<file path="src/rtl/pc_seq_pkg.sv">
// Shared types and constants for the MIPS32 next-PC sequencer.
// Exception support is enabled by defining PC_SEQ_EXC_EN.
package pc_seq_pkg;

  typedef enum logic [1:0] {
    BOOT,
    RUN,
    WAIT
  } seq_state_e;

  localparam logic [31:0] DEF_RESET_VECTOR = 32'h0000_3000;
  localparam logic [31:0] DEF_EXC_VECTOR   = 32'h0000_4180;
  localparam logic [31:0] PC_INCR          = 32'd4;

  function automatic logic [31:0] next_seq(input logic [31:0] pc);
    return pc + PC_INCR;
  endfunction

endpackage

</file>
<file path="src/rtl/pc_target_mux.sv">
// Priority select of the redirect target: (eret >) jr > jmp > br_taken.
// The eret leg exists only when PC_SEQ_EXC_EN is defined.
module pc_target_mux
  import pc_seq_pkg::*;
(
  input  logic        br_taken,
  input  logic [31:0] br_target,
  input  logic        jmp,
  input  logic [31:0] jmp_target,
  input  logic        jr,
  input  logic [31:0] jr_target,
`ifdef PC_SEQ_EXC_EN
  input  logic        eret,
  input  logic [31:0] epc,
`endif
  output logic        any,
  output logic [31:0] tgt
);

  always_comb begin
    any = 1'b0;
    tgt = br_target;
`ifdef PC_SEQ_EXC_EN
    if (eret) begin
      any = 1'b1;
      tgt = epc;
    end else
`endif
    if (jr) begin
      any = 1'b1;
      tgt = jr_target;
    end else if (jmp) begin
      any = 1'b1;
      tgt = jmp_target;
    end else if (br_taken) begin
      any = 1'b1;
      tgt = br_target;
    end
  end

endmodule

</file>
<file path="src/rtl/pc_sequencer.sv">
// Next-PC controller for the fetch stage: boot, stalls, imem waits, buffered redirects.
// Define PC_SEQ_EXC_EN to add exc_req/eret inputs and the epc register.
module pc_sequencer
  import pc_seq_pkg::*;
#(
  parameter logic [31:0] RESET_VECTOR = DEF_RESET_VECTOR
`ifdef PC_SEQ_EXC_EN
  ,
  parameter logic [31:0] EXC_VECTOR   = DEF_EXC_VECTOR
`endif
) (
  input  logic        clk,
  input  logic        reset,
  input  logic [31:0] pc,
  input  logic        stall,
  input  logic        br_taken,
  input  logic [31:0] br_target,
  input  logic        jmp,
  input  logic [31:0] jmp_target,
  input  logic        jr,
  input  logic [31:0] jr_target,
  input  logic        imem_ready,
`ifdef PC_SEQ_EXC_EN
  input  logic        exc_req,
  input  logic        eret,
  output logic [31:0] epc,
`endif
  output logic        imem_req,
  output logic [31:0] npc,
  output logic        pc_en,
  output logic        ifid_en,
  output logic        ifid_flush
);

  seq_state_e  state, state_nxt;
  logic        pend_vld;
  logic [31:0] pend_tgt;
  logic        any_redir, redir;
  logic [31:0] tgt, seq;
  logic        cap_pend, clr_pend;
`ifdef PC_SEQ_EXC_EN
  logic        take_exc;
`endif

  pc_target_mux u_mux (
    .br_taken   (br_taken),
    .br_target  (br_target),
    .jmp        (jmp),
    .jmp_target (jmp_target),
    .jr         (jr),
    .jr_target  (jr_target),
`ifdef PC_SEQ_EXC_EN
    .eret       (eret),
    .epc        (epc),
`endif
    .any        (any_redir),
    .tgt        (tgt)
  );

  assign redir = !stall && any_redir;
  assign seq   = next_seq(pc);

  // Outputs are Mealy so a redirect reaches npc in the cycle it resolves;
  // the async reset also forces them so nothing fetches while reset is low.
  always_comb begin
    state_nxt  = state;
    imem_req   = 1'b0;
    npc        = seq;
    pc_en      = 1'b0;
    ifid_en    = 1'b0;
    ifid_flush = 1'b0;
    cap_pend   = 1'b0;
    clr_pend   = 1'b0;
`ifdef PC_SEQ_EXC_EN
    take_exc   = 1'b0;
`endif
    if (!reset) begin
      npc        = RESET_VECTOR;
      ifid_flush = 1'b1;
    end else begin
      case (state)
        BOOT: begin
          pc_en      = 1'b1;
          npc        = RESET_VECTOR;
          ifid_flush = 1'b1;
          state_nxt  = RUN;
        end
        RUN: begin
          imem_req = 1'b1;
          if (!stall) begin
            ifid_en = 1'b1;
            if (imem_ready) begin
              pc_en = 1'b1;
              npc   = redir ? tgt : seq;
            end else begin
              ifid_flush = 1'b1;
              cap_pend   = redir;
              state_nxt  = WAIT;
            end
          end
        end
        WAIT: begin
          imem_req = 1'b1;
          if (!stall) begin
            ifid_en = 1'b1;
            if (imem_ready) begin
              pc_en     = 1'b1;
              npc       = pend_vld ? pend_tgt : seq;
              clr_pend  = 1'b1;
              state_nxt = RUN;
            end else begin
              ifid_flush = 1'b1;
            end
          end
        end
        default: state_nxt = BOOT;
      endcase
`ifdef PC_SEQ_EXC_EN
      if (exc_req && state != BOOT) begin
        take_exc   = 1'b1;
        npc        = EXC_VECTOR;
        pc_en      = 1'b1;
        ifid_en    = 1'b1;
        ifid_flush = 1'b1;
        cap_pend   = 1'b0;
        clr_pend   = 1'b1;
        state_nxt  = RUN;
      end
`endif
    end
  end

  // State, the redirect buffered across an imem wait, and the exception PC.
  always_ff @(posedge clk or negedge reset) begin
    if (!reset) begin
      state    <= BOOT;
      pend_vld <= 1'b0;
      pend_tgt <= '0;
`ifdef PC_SEQ_EXC_EN
      epc      <= '0;
`endif
    end else begin
      state <= state_nxt;
      if (clr_pend) begin
        pend_vld <= 1'b0;
      end else if (cap_pend) begin
        pend_vld <= 1'b1;
        pend_tgt <= tgt;
      end
`ifdef PC_SEQ_EXC_EN
      if (take_exc) begin
        epc <= pc;
      end
`endif
    end
  end

endmodule

</file>
<file path="config.mk">
export PLATFORM = sky130hd
export DESIGN_NAME = pc_sequencer
export DESIGN_NICKNAME = d
export VERILOG_FILES = /design/src/rtl/pc_seq_pkg.sv /design/src/rtl/pc_target_mux.sv /design/src/rtl/pc_sequencer.sv
export SDC_FILE = /design/constraint.sdc
export NUM_CORES = 1
export LEC_CHECK = 0
export BUFFER_PORTS_ARGS = -buffer_cell sky130_fd_sc_hd__buf_2
export CELL_PAD_IN_SITES_DETAIL_PLACEMENT = 1
export CELL_PAD_IN_SITES_GLOBAL_PLACEMENT = 1
export CORE_UTILIZATION = 26
export CTS_BUF_LIST = sky130_fd_sc_hd__clkbuf_4 sky130_fd_sc_hd__clkbuf_8 sky130_fd_sc_hd__clkbuf_16
export DETAILED_ROUTE_END_ITERATION = 12
export PLACE_DENSITY_LB_ADDON = 0.1
export SYNTH_ARGS = -nofsm -noshare
export SYNTH_HDL_FRONTEND = slang
export SYNTH_HIERARCHICAL = 1
export SYNTH_SLANG_ARGS = --single-unit
</file>
<file path="constraint.sdc">
create_clock -name clk -period 3.8 [get_ports clk]
set_input_delay 0 -clock clk [delete_from_list [all_inputs] [get_ports clk]]
set_output_delay 0 -clock clk [all_outputs]
set_load 0.02 [all_outputs]
</file>
==> results of run 1 <==
-- metal layers --
metal	up-vias	part of all wire (%)	wire length [um]
li1	2043	-	-
met1	2028	43	6350
met2	126	50	7360
met3	17	5.4	794
met4	0	1.8	264
met5	-	0	0
-- area by class of cell --
| class | count | area, um2 |
|---|---|---|
| Clock buffer | 6 | 133 |
| Clock inverter | 2 | 12.5 |
| Fill cell | 1796 | 9620 |
| Inverter | 18 | 67.6 |
| Multi-Input combinational cell | 359 | 2670 |
| Sequential cell | 35 | 876 |
| Tap cell | 184 | 230 |
| Timing Repair Buffer | 180 | 928 |
-- timing repair --
item                      CTS  global route
hold buffers                1             0
setup buffers               0             0
hold endpoints to repair    8             0
-- cells in the final DEF, fill, tap and decap left out, types with 13 or more instances in the layout --
cell type	n
sky130_fd_sc_hd__inv_1	18
sky130_fd_sc_hd__a22oi_1	20
sky130_fd_sc_hd__nor4_1	16
sky130_fd_sc_hd__mux2i_1	32
sky130_fd_sc_hd__mux2_2	32
sky130_fd_sc_hd__dfrtp_1	35
sky130_fd_sc_hd__nand2_1	47
sky130_fd_sc_hd__o21ai_1	30
sky130_fd_sc_hd__o22ai_1	13
sky130_fd_sc_hd__a211oi_1	15
sky130_fd_sc_hd__buf_2	170
-- stage by stage --
stage	util, %	area [um2]	instances
floorplan	-	3870	448
global placement	32.7	4760	775
detailed placement	32.7	4760	775
CTS	33.8	4910	784
global route	33.8	4910	784
finish	33.8	4910	784
-- power breakdown --
| part | internal [mW] | leakage, nW | switching (mW) |
|---|---|---|---|
| Clock | 0.249 | 0.0703 | 0.155 |
| Combinational | 0.485 | 1.71 | 0.688 |
| Sequential | 0.555 | 0.423 | 0.128 |
-- sequential cells by signal, indices dropped and copies added, names as in the netlist --
register  cells
pend_tgt     32
state         2
pend_vld      1
-- worst register-to-register path, cell delays in order (launching register included) --
cell and delay (ns):
sky130_fd_sc_hd__dfrtp_1 0.42, sky130_fd_sc_hd__inv_1 0.09, sky130_fd_sc_hd__ha_1 0.34, sky130_fd_sc_hd__nor3b_1 0.34, sky130_fd_sc_hd__nand2_1 0.33, sky130_fd_sc_hd__buf_4 0.36, sky130_fd_sc_hd__mux2_2 0.32
-- kinds of logic after synthesis --
kind of cell               synth area share (%)
adders and majority gates                  1.62
buffers and inverters                      8.47
muxes                                      17.6
DFF                                        22.6
and+or+nand+nor                            24.1
xor gates and xnor gates                   3.39
AOI/OAI and AO/OA                          22.2
-- how the worst max path moves through the flow --
stage               cells past startpoint     start  slack [ns]  endpoint
floorplan                               7  state[1]        1.53   npc[28]
global placement                        7  state[1]        1.20   npc[12]
detailed placement                      7  state[1]        1.12   npc[12]
CTS                                     7  state[1]        0.81   npc[12]
global route                            7  state[1]        0.60   npc[12]
finish                                  7  state[1]        0.81   npc[12]
==> key figures, run 1 <==
Final layout
  • Number of nets in the finished design: 739
  • ANT cells: 0
  • Layout cells sized above 1: 38.8%
  • Area growth from synthesis to layout: 27.0%

Hold path
  • Hold Crit Depth: 4
  • Hold WC Path Type: in2reg
  • WHS Endpoint: pend_tgt[10]
  • Critical hold path startpoint: jr_target[10]

Global route
  • Met1 Resource Use GR: 24.3%
  • Wire length of the first global-routing pass: 23000 um
  • Number of antenna violations at the first check in global routing: 0
  • Maximum number of pins on one net before global-route repair: 65
  • Total Routing Usage GR: 19.5%
  • Met2 routing resource usage after global routing: 34.6%
  • Global route hottest layer: met2
  • Via count of the first global-routing pass: 4303
  • Remaining global-route overflow: 0
  • Met3 track demand over resource in global routing: 3.25%

STA
  • Final Hold Slack: 0.113 ns
  • Worst-margin pin slew: 0.986 ns
  • Post-route minimum period: 2.99 ns
  • Setup TNS: 0 ns
  • Post-route worst setup slack: 0.808 ns
  • Setup skew after layout: 0.00344 ns
  • Headroom to the max-slew limit: 34.2%
  • Final hold viol count: 0
  • Maximum clock frequency: 334 MHz
  • Max-slew violation count: 0
  • Post-route fraction of the period consumed by the critical path: 78.7%
  • Finish-stage setup viols: 0
  • Setup repair after global routing missed its margin: no

Placed design
  • Routability congestion estimate from global placement: 0.813
  • Pre-CTS worst setup slack: 1.12 ns
  • Buffers on Ports: 170
  • Detailed placement HPWL: 11800 um

Route
  • Final wirelength: 14800 um
  • Remaining routing DRC violations: 0
  • Starting DRC count in detailed routing: 162
  • Post-detailed-route wirelength per cell: 18.8 um
  • Post-detailed-route count of antenna-violating nets: 0
  • Number of vias in the routed layout: 4214
  • DR pass1 iterations: 4
  • Routed via count divided by cell count: 5.38

Logic synthesis
  • Number of flops mapped to enable cells by yosys: 0
  • Async set or reset register ratio after synthesis: 100%
  • Top post-synthesis cells by area: sky130_fd_sc_hd__dfrtp_1, sky130_fd_sc_hd__mux2_2, sky130_fd_sc_hd__mux2i_1
  • Seq/Total Area, Yosys: 22.6%
  • Netlist area before placement: 0.00387 mm2
  • Top cells by count, synth: sky130_fd_sc_hd__nand2_1, sky130_fd_sc_hd__dfrtp_1, sky130_fd_sc_hd__mux2_2, sky130_fd_sc_hd__mux2i_1, sky130_fd_sc_hd__o21ai_1
  • Synthesized area per cell: 8.64 um2
  • Number of warnings reported in the yosys synthesis log: 6
  • Number of register bits inferred by synthesis: 35
  • Post-synthesis cell count: 448
  • Most area-hungry cell type in the Yosys netlist: sky130_fd_sc_hd__dfrtp_1
  • Primary flip-flop cell chosen by synthesis mapping: sky130_fd_sc_hd__dfrtp_1
  • Yosys top cell area share: 22.6%
  • Most common cell in the synthesized netlist: sky130_fd_sc_hd__nand2_1
  • Post-Synthesis Net Count: 588
  • Distinct cell type count of the synthesized netlist: 61

Die
  • Die Area: 0.0154 mm2
  • Top Ports: 171
  • Die X-Extent: 124 um
  • Starting density of the core: 26.6%
  • Floorplan core area: 0.0145 mm2
  • Row count: 44
  • Die Ht: 124 um

Critical path
  • CP cell instances: inv_1 > ha_1 > and4b_1 > a221oi_1 > o21a_1 > a32oi_1 > buf_2
  • Slowest cell on crit path: sky130_fd_sc_hd__and4b_1
  • Maximum net fanout on the critical path: 23
  • CP startpoint kind: register
  • Buf+Inv Stages, Crit Path: 2
  • Critical path data required time: 3.80 ns
  • Worst reg-to-reg path cell count: 6
  • Critical Path End Type: output port
  • Source of the worst register-to-register timing path: state[1]
  • Family of cells with the greatest summed delay on the critical path: simple AND/OR/NAND/NOR gates
  • Slack of the worst reg-to-reg path: 1.49 ns
  • Max incr delay on CP: 0.90 ns
  • Type of the worst setup path: reg2out
  • Arrival time worst endpoint: 2.99 ns
  • Capture instance of the worst register-to-register path: pend_tgt[12]

Pwr
  • Reported leakage power: 2.20 nW
  • Overall Power: 2.26 mW
  • Pwr/cell area: 460 mW/mm2
  • Largest vdd supply drop: 0.000192 V

Clocking
  • Worst-skew pair later-pin latency: 0.28 ns
  • Number of levels in the clock H-tree: 2
  • TritonCTS Sinks: 35
  • Number of buffers created by CTS: 5
  • Cell chosen for the clock root: sky130_fd_sc_hd__clkbuf_16
  • Post-cts resize count: 0
  • Number of buffers on the longest clock path: 2
  • TritonCTS clock tree: yes
  • Clock slew at the register clock pins of the worst setup and hold paths: 0.06 ns

Flow run
  • Max-Cap Viols: 0

Status
  • Result of the run: finished clean
Note: power is estimated with default switching activity, not from simulation.
==> run 2: changes to the inputs <==
Clock period 3.8 ns to 3.1 ns, I/O delays scaled along.
==> key figures, run 2 (synthesized netlist as in run 1, its figures left out) <==
Clocking
  • TritonCTS Sinks: 35 (unchanged)
  • Post-cts resize count: 0 (unchanged)
  • Number of buffers created by CTS: 5 (unchanged)
  • Number of buffers on the longest clock path: 2 (unchanged)
  • TritonCTS clock tree: yes
  • Post-cts hold buffer count: 1 (unchanged)
  • Cell chosen for the clock root: sky130_fd_sc_hd__clkbuf_16
  • Worst-skew pair later-pin latency: 0.29 ns (about the same)
  • Number of levels in the clock H-tree: 2 (unchanged)
  • Clock slew at the register clock pins of the worst setup and hold paths: 0.06 ns (about the same)
  • Buffers inserted by post-CTS timing repair: 0 (unchanged)

Pwr
  • Reported leakage power: 2.21 nW (+0.62%)
  • Part of the total power dissipated in the clock network: 19.0% (+1.1 points)
  • Pwr/cell area: 565 mW/mm2 (+23%)
  • Switching Fraction: 42.6% (-0.36 points)
  • Overall Power: 2.79 mW (+23%)
  • Largest vdd supply drop: 0.000220 V (+14%)
  • P_int: 1.60 mW (+24%)
  • Share of power burned in combinational logic: 51.2% (-0.7 points)
  • Flop pwr share: 29.8% (-0.4 points)
  • Switching power: 1.19 mW (+22%)

Critical path
  • Type of the worst setup path: reg2out
  • CP startpoint kind: register
  • Critical path data required time: 3.10 ns (-0.70 ns)
  • Maximum net fanout on the critical path: 17 (-26%)
  • Critical Path End Type: output port
  • Arrival time worst endpoint: 2.79 ns (-0.20 ns)

Global route
  • Total Routing Usage GR: 19.3% (-0.23 points)
  • Met2 routing resource usage after global routing: 33.5% (-1.1 points)
  • Met3 track demand over resource in global routing: 3.25% (unchanged)
  • Maximum number of pins on one net before global-route repair: 47 (-28%)
  • Met1 Resource Use GR: 24.2% (-0.17 points)
  • Global route hottest layer: met2
  • Via count of the first global-routing pass: 4243 (-1.4%)
  • Wire length of the first global-routing pass: 22500 um (-2.1%)
  • Remaining global-route overflow: 0 (unchanged)
  • Number of antenna violations at the first check in global routing: 0 (unchanged)

Route
  • Post-detailed-route count of antenna-violating nets: 0 (unchanged)
  • Routed via count divided by cell count: 5.26 (-2.1%)
  • Final wirelength: 14400 um (-2.2%)
  • Number of vias in the routed layout: 4135 (-1.9%)
  • Remaining routing DRC violations: 0 (unchanged)
  • Starting DRC count in detailed routing: 161 (-0.62%)
  • Post-detailed-route wirelength per cell: 18.4 um (-2.4%)
  • DR pass1 iterations: 4 (unchanged)

STA
  • Worst-margin pin slew: 0.654 ns (-0.332 ns)
  • Setup skew after layout: 0.00775 ns (+0.00431 ns)
  • Headroom to the max-slew limit: 56.1% (+22 points)
  • Post-route minimum period: 2.79 ns
  • Setup repair after global routing missed its margin: no
  • Final hold viol count: 0 (unchanged)
  • Final Hold Slack: 0.101 ns (-0.0112 ns)
  • Post-route fraction of the period consumed by the critical path: 90.0%
  • Maximum clock frequency: 358 MHz
  • Max-slew violation count: 0 (unchanged)
  • Finish-stage setup viols: 0 (unchanged)
  • Setup TNS: 0 ns (unchanged)

Placed design
  • Placed Cells incl. Taps: 777 (+0.26%)
  • Routability congestion estimate from global placement: 0.778 (-4.4%)
  • Buffers on Ports: 170 (unchanged)
  • Detailed placement HPWL: 11800 um (+0.41%)

Final layout
  • Max reg flops: 32 (unchanged)
  • Number of nets in the finished design: 741 (+0.27%)
  • ANT cells: 0 (unchanged)
  • Leading cell type in the layout, fill and taps excluded: sky130_fd_sc_hd__buf_2
  • Largest registers ranked by flip-flop count: pend_tgt (32), state (2), pend_vld (1)
  • Largest reg by FF count: pend_tgt
  • Post-route insts no fill: 786 (+0.26%)
  • Area growth from synthesis to layout: 27.6%
  • Layout cells sized above 1: 39.0% (+0.20 points)
  • Area taken by multi-input logic gates: 0.00267 mm2 (unchanged)
  • # fillers: 1787 (-0.50%)
  • Share of the core filled with cells: 34.0% (+0.17 points)
  • Most frequent cells in the layout: sky130_fd_sc_hd__buf_2, sky130_fd_sc_hd__nand2_1, sky130_fd_sc_hd__dfrtp_1
  • Register area: 876 um2 (unchanged)

Die
  • Row count: 44 (unchanged)
  • Die X-Extent: 124 um (unchanged)
  • Floorplan core area: 0.0145 mm2 (unchanged)
  • Starting density of the core: 26.6% (unchanged)
  • Die Area: 0.0154 mm2 (unchanged)
  • Die Ht: 124 um (unchanged)
  • Top Ports: 171 (unchanged)

Flow run
  • Max-Cap Viols: 0 (unchanged)

Status
  • Result of the run: finished clean

Hold path
  • Hold WC Path Type: in2reg
[run 2: cell types whose count changed in the layout (fill, tap and decap cells not counted)]
cell,delta
sky130_fd_sc_hd__buf_4,+2
sky130_fd_sc_hd__clkbuf_4,-1
sky130_fd_sc_hd__clkbuf_8,+1
sky130_fd_sc_hd__clkinv_2,-1
sky130_fd_sc_hd__clkinv_4,+1
[run 2: worst paths after layout]
| check | end | start | cells after the start | slack [ns] |
|---|---|---|---|---|
| worst max register to register | pend_tgt[18] | state[1] | 6 | 1.09 |
| worst min register to register | pend_tgt[4] | pend_tgt[4] | 1 | 0.51 |
| max in group asynchronous | pend_tgt[9] | reset | 3 | 2.17 |
| min in group asynchronous | pend_tgt[25] | reset | 2 | 0.18 |
| worst max-delay path | npc[30] | state[0] | 6 | 0.31 |
| worst min-delay path | pend_tgt[7] | jr_target[7] | 4 | 0.10 |
[run 2: critical path: stages (launching register included)]
cell,delay [ns]
sky130_fd_sc_hd__dfrtp_1,0.41
sky130_fd_sc_hd__ha_1,0.40
sky130_fd_sc_hd__nand2b_1,0.38
sky130_fd_sc_hd__o32ai_1,0.53
sky130_fd_sc_hd__and4b_1,0.25
sky130_fd_sc_hd__nor4_1,0.30
sky130_fd_sc_hd__buf_2,0.23
[run 2: cell type report]
class / instances / share of cell area (%)
timing repair buffer: 182 / 19.1
multi-input combinational: 359 / 54.0
inverter: 18 / 1.37
sequential: 35 / 17.7
clock inverter: 2 / 0.329
clock buffer: 6 / 2.81
tap: 184 / 4.66
[run 2: per-layer routing]
layer  wire length, um  vias up
met4               269        0
met3               735       18
met1              6310     1960
met5                 0        -
met2              7130      113
li1                  -     2044
[run 2: per-stage QoR]
stage	setup WS, ns	instance area, um2
final	0.310	4940
after global routing	0.128	4940
after CTS	0.238	4940
after detailed placement	0.545	4770
after global placement	0.642	4770
after floorplan	0.825	3870
[run 2: power groups by stage]
stage               registers, mW  clock network (mW)  logic (mW)
global route                0.865               0.565        1.57
floorplan                   0.784                   0        1.00
CTS                         0.833               0.553        1.45
finish                      0.831               0.531        1.43
global placement            0.830                   0        1.42
detailed placement          0.842                   0        1.44
==> run 3: changes to the inputs <==
Settings changed: GPL_TIMING_DRIVEN from default to 0, PLACE_DENSITY_LB_ADDON 0.1 to 0.08.
==> key figures, run 3 (synthesized netlist as in run 1, its figures left out) <==
Global route
  • Maximum number of pins on one net before global-route repair: 36 (-23%)
  • Remaining global-route overflow: 0 (unchanged)
  • Total Routing Usage GR: 21.1% (+1.9 points)
  • Number of antenna violations at the first check in global routing: 0 (unchanged)
  • Via count of the first global-routing pass: 4343 (+2.4%)
  • Wire length of the first global-routing pass: 24300 um (+7.8%)

Route
  • Remaining routing DRC violations: 0 (unchanged)
  • Routed via count divided by cell count: 5.32 (+1.2%)
  • Number of vias in the routed layout: 4301 (+4.0%)
  • Starting DRC count in detailed routing: 209 (+30%)
  • DR pass1 iterations: 5 (+1)
  • Post-detailed-route count of antenna-violating nets: 0 (unchanged)
  • Final wirelength: 16000 um (+11%)
  • Post-detailed-route wirelength per cell: 19.8 um (+7.6%)

Placed design
  • Buffers on Ports: 167 (-1.8%)
  • Detailed placement HPWL: 12800 um (+8.4%)
  • Routability congestion estimate from global placement: 0.777 (about the same)
  • Placed Cells incl. Taps: 799 (+2.8%)
  • Post-Place Cell Area: 0.00494 mm2 (+3.4%)

Final layout
  • Layout cells sized above 1: 39.4% (+0.39 points)
  • Register area: 876 um2 (unchanged)
  • Number of nets in the finished design: 763 (+3.0%)
  • Area taken by multi-input logic gates: 0.00267 mm2 (unchanged)
  • Post-route insts no fill: 808 (+2.8%)
  • Leading cell type in the layout, fill and taps excluded: sky130_fd_sc_hd__buf_2
  • Max reg flops: 32 (unchanged)
  • Area growth from synthesis to layout: 33.2%
  • Most frequent cells in the layout: sky130_fd_sc_hd__buf_2, sky130_fd_sc_hd__nand2_1, sky130_fd_sc_hd__dfrtp_1
  • Largest registers ranked by flip-flop count: pend_tgt (32), state (2), pend_vld (1)
  • Largest reg by FF count: pend_tgt
  • # fillers: 1818 (+1.7%)
  • Final design area excluding fillers: 0.00515 mm2 (+4.4%)
  • ANT cells: 0 (unchanged)

Die
  • Floorplan core area: 0.0145 mm2 (unchanged)
  • Starting density of the core: 26.6% (unchanged)
  • Die X-Extent: 124 um (unchanged)
  • Die Area: 0.0154 mm2 (unchanged)
  • Top Ports: 171 (unchanged)
  • Die Ht: 124 um (unchanged)
  • Row count: 44 (unchanged)

Critical path
  • Critical path data required time: 3.10 ns (about the same)
  • Critical path's most frequent cell: sky130_fd_sc_hd__buf_2
  • Slowest cell on crit path: sky130_fd_sc_hd__clkbuf_1
  • Type of the worst setup path: reg2out
  • Family of cells with the greatest summed delay on the critical path: buffers and inverters
  • Buf+Inv Stages, Crit Path: 4 (+3)
  • Arrival time worst endpoint: 2.86 ns (+0.07 ns)
  • Maximum net fanout on the critical path: 10 (-7)
  • CP startpoint kind: register
  • CP cell instances: inv_1 > ha_1 > clkbuf_1 > and4b_1 > buf_2 > a22oi_1 > or2_2 > o211ai_1 > buf_2
  • Critical Path End Type: output port
  • Max incr delay on CP: 0.45 ns (-0.08 ns)

Clocking
  • Cell chosen for the clock root: sky130_fd_sc_hd__clkbuf_16
  • Buffers inserted by post-CTS timing repair: 0 (unchanged)
  • Number of buffers created by CTS: 5 (unchanged)
  • Worst-skew pair later-pin latency: 0.28 ns (about the same)
  • TritonCTS clock tree: yes
  • TritonCTS Sinks: 35 (unchanged)
  • Number of levels in the clock H-tree: 2 (unchanged)
  • Number of buffers on the longest clock path: 2 (unchanged)
  • Clock slew at the register clock pins of the worst setup and hold paths: 0.06 ns (about the same)

Status
  • Result of the run: finished clean

STA
  • Post-route minimum period: 2.86 ns (+0.0753 ns)
  • Setup repair after global routing missed its margin: no
  • Setup skew after layout: 0.00545 ns (-0.00230 ns)
  • Final Hold Slack: 0.120 ns (+0.0190 ns)
  • Max-slew violation count: 0 (unchanged)
  • Headroom to the max-slew limit: 52.6% (-3.5 points)
  • Finish-stage setup viols: 0 (unchanged)
  • Post-route fraction of the period consumed by the critical path: 92.4% (+2.4 points)
  • Worst-margin pin slew: 0.711 ns (+0.0577 ns)
  • Setup TNS: 0 ns (unchanged)
  • Final hold viol count: 0 (unchanged)
  • Maximum clock frequency: 349 MHz (-2.6%)

Flow run
  • Max-Cap Viols: 0 (unchanged)

Pwr
  • Pwr/cell area: 581 mW/mm2 (+2.9%)
  • Reported leakage power: 2.32 nW (+4.6%)
  • Largest vdd supply drop: 0.000202 V (-8.2%)

Hold path
  • Hold WC Path Type: in2reg
[run 3: layout make-up]
type                       count  area share [%]
clock inverter                 3            1.31
buffer                        35            4.98
tap                          184            4.47
sequential                    35            17.0
multi-input combinational    359            51.7
inverter                      18            1.31
timing repair buffer         169            16.8
clock buffer                   5            2.43
[run 3: metrics by stage]
step                      power, mW  utilization [%]  setup WS (ns)
after floorplan                1.79                -          0.825
after global placement         2.31             34.0          0.366
after detailed placement       2.35             34.0          0.368
after CTS                      3.03             35.5         0.0670
after global routing           3.19             35.5         0.0810
final                          3.00             35.5          0.235
[run 3: path summary, 6_finish.rpt]
check                               endpoint           from  cells after the start  slack, ns
worst max-delay path                 npc[20]       state[0]                      9       0.24
worst min-delay path            pend_tgt[29]  jr_target[29]                      4       0.12
worst max register to register  pend_tgt[30]       state[1]                      7       0.88
worst min register to register   pend_tgt[4]    pend_tgt[4]                      1       0.51
max in group asynchronous       pend_tgt[30]          reset                      3       2.53
min in group asynchronous       pend_tgt[10]          reset                      3       0.37
[run 3: power breakdown]
part           internal, mW  switching [mW]  total, mW
clock network         0.461           0.204      0.665
logic                 0.632           0.873       1.50
registers             0.680           0.146      0.827
[run 3: layer usage]
layer | GRT usage [%] | part of all wire [%] | wire (um) | vias up
met1 | 29.1 | 48 | 7590 | 2109
met2 | 35.7 | 49 | 7780 | 98
met3 | 2.47 | 3.3 | 521 | 8
met5 | 0 | 0 | 0 | -
met4 | 3.72 | 0.53 | 84 | 0
li1 | - | - | - | 2086
[run 3: worst min-delay path, delay by kind of cell]
family | cells | cell delay, ns
simple gates | 1 | 0.04
compound gates | 1 | 0.10
mux | 1 | 0.16
buf+inv | 1 | 0.07
[run 3: repair_timing]
| item | CTS | global route |
|---|---|---|
| hold endpoints to repair | 35 | 0 |
| hold buffers | 2 | 0 |
| resized for setup | 0 | 0 |
| setup endpoints to repair | 0 | 3 |
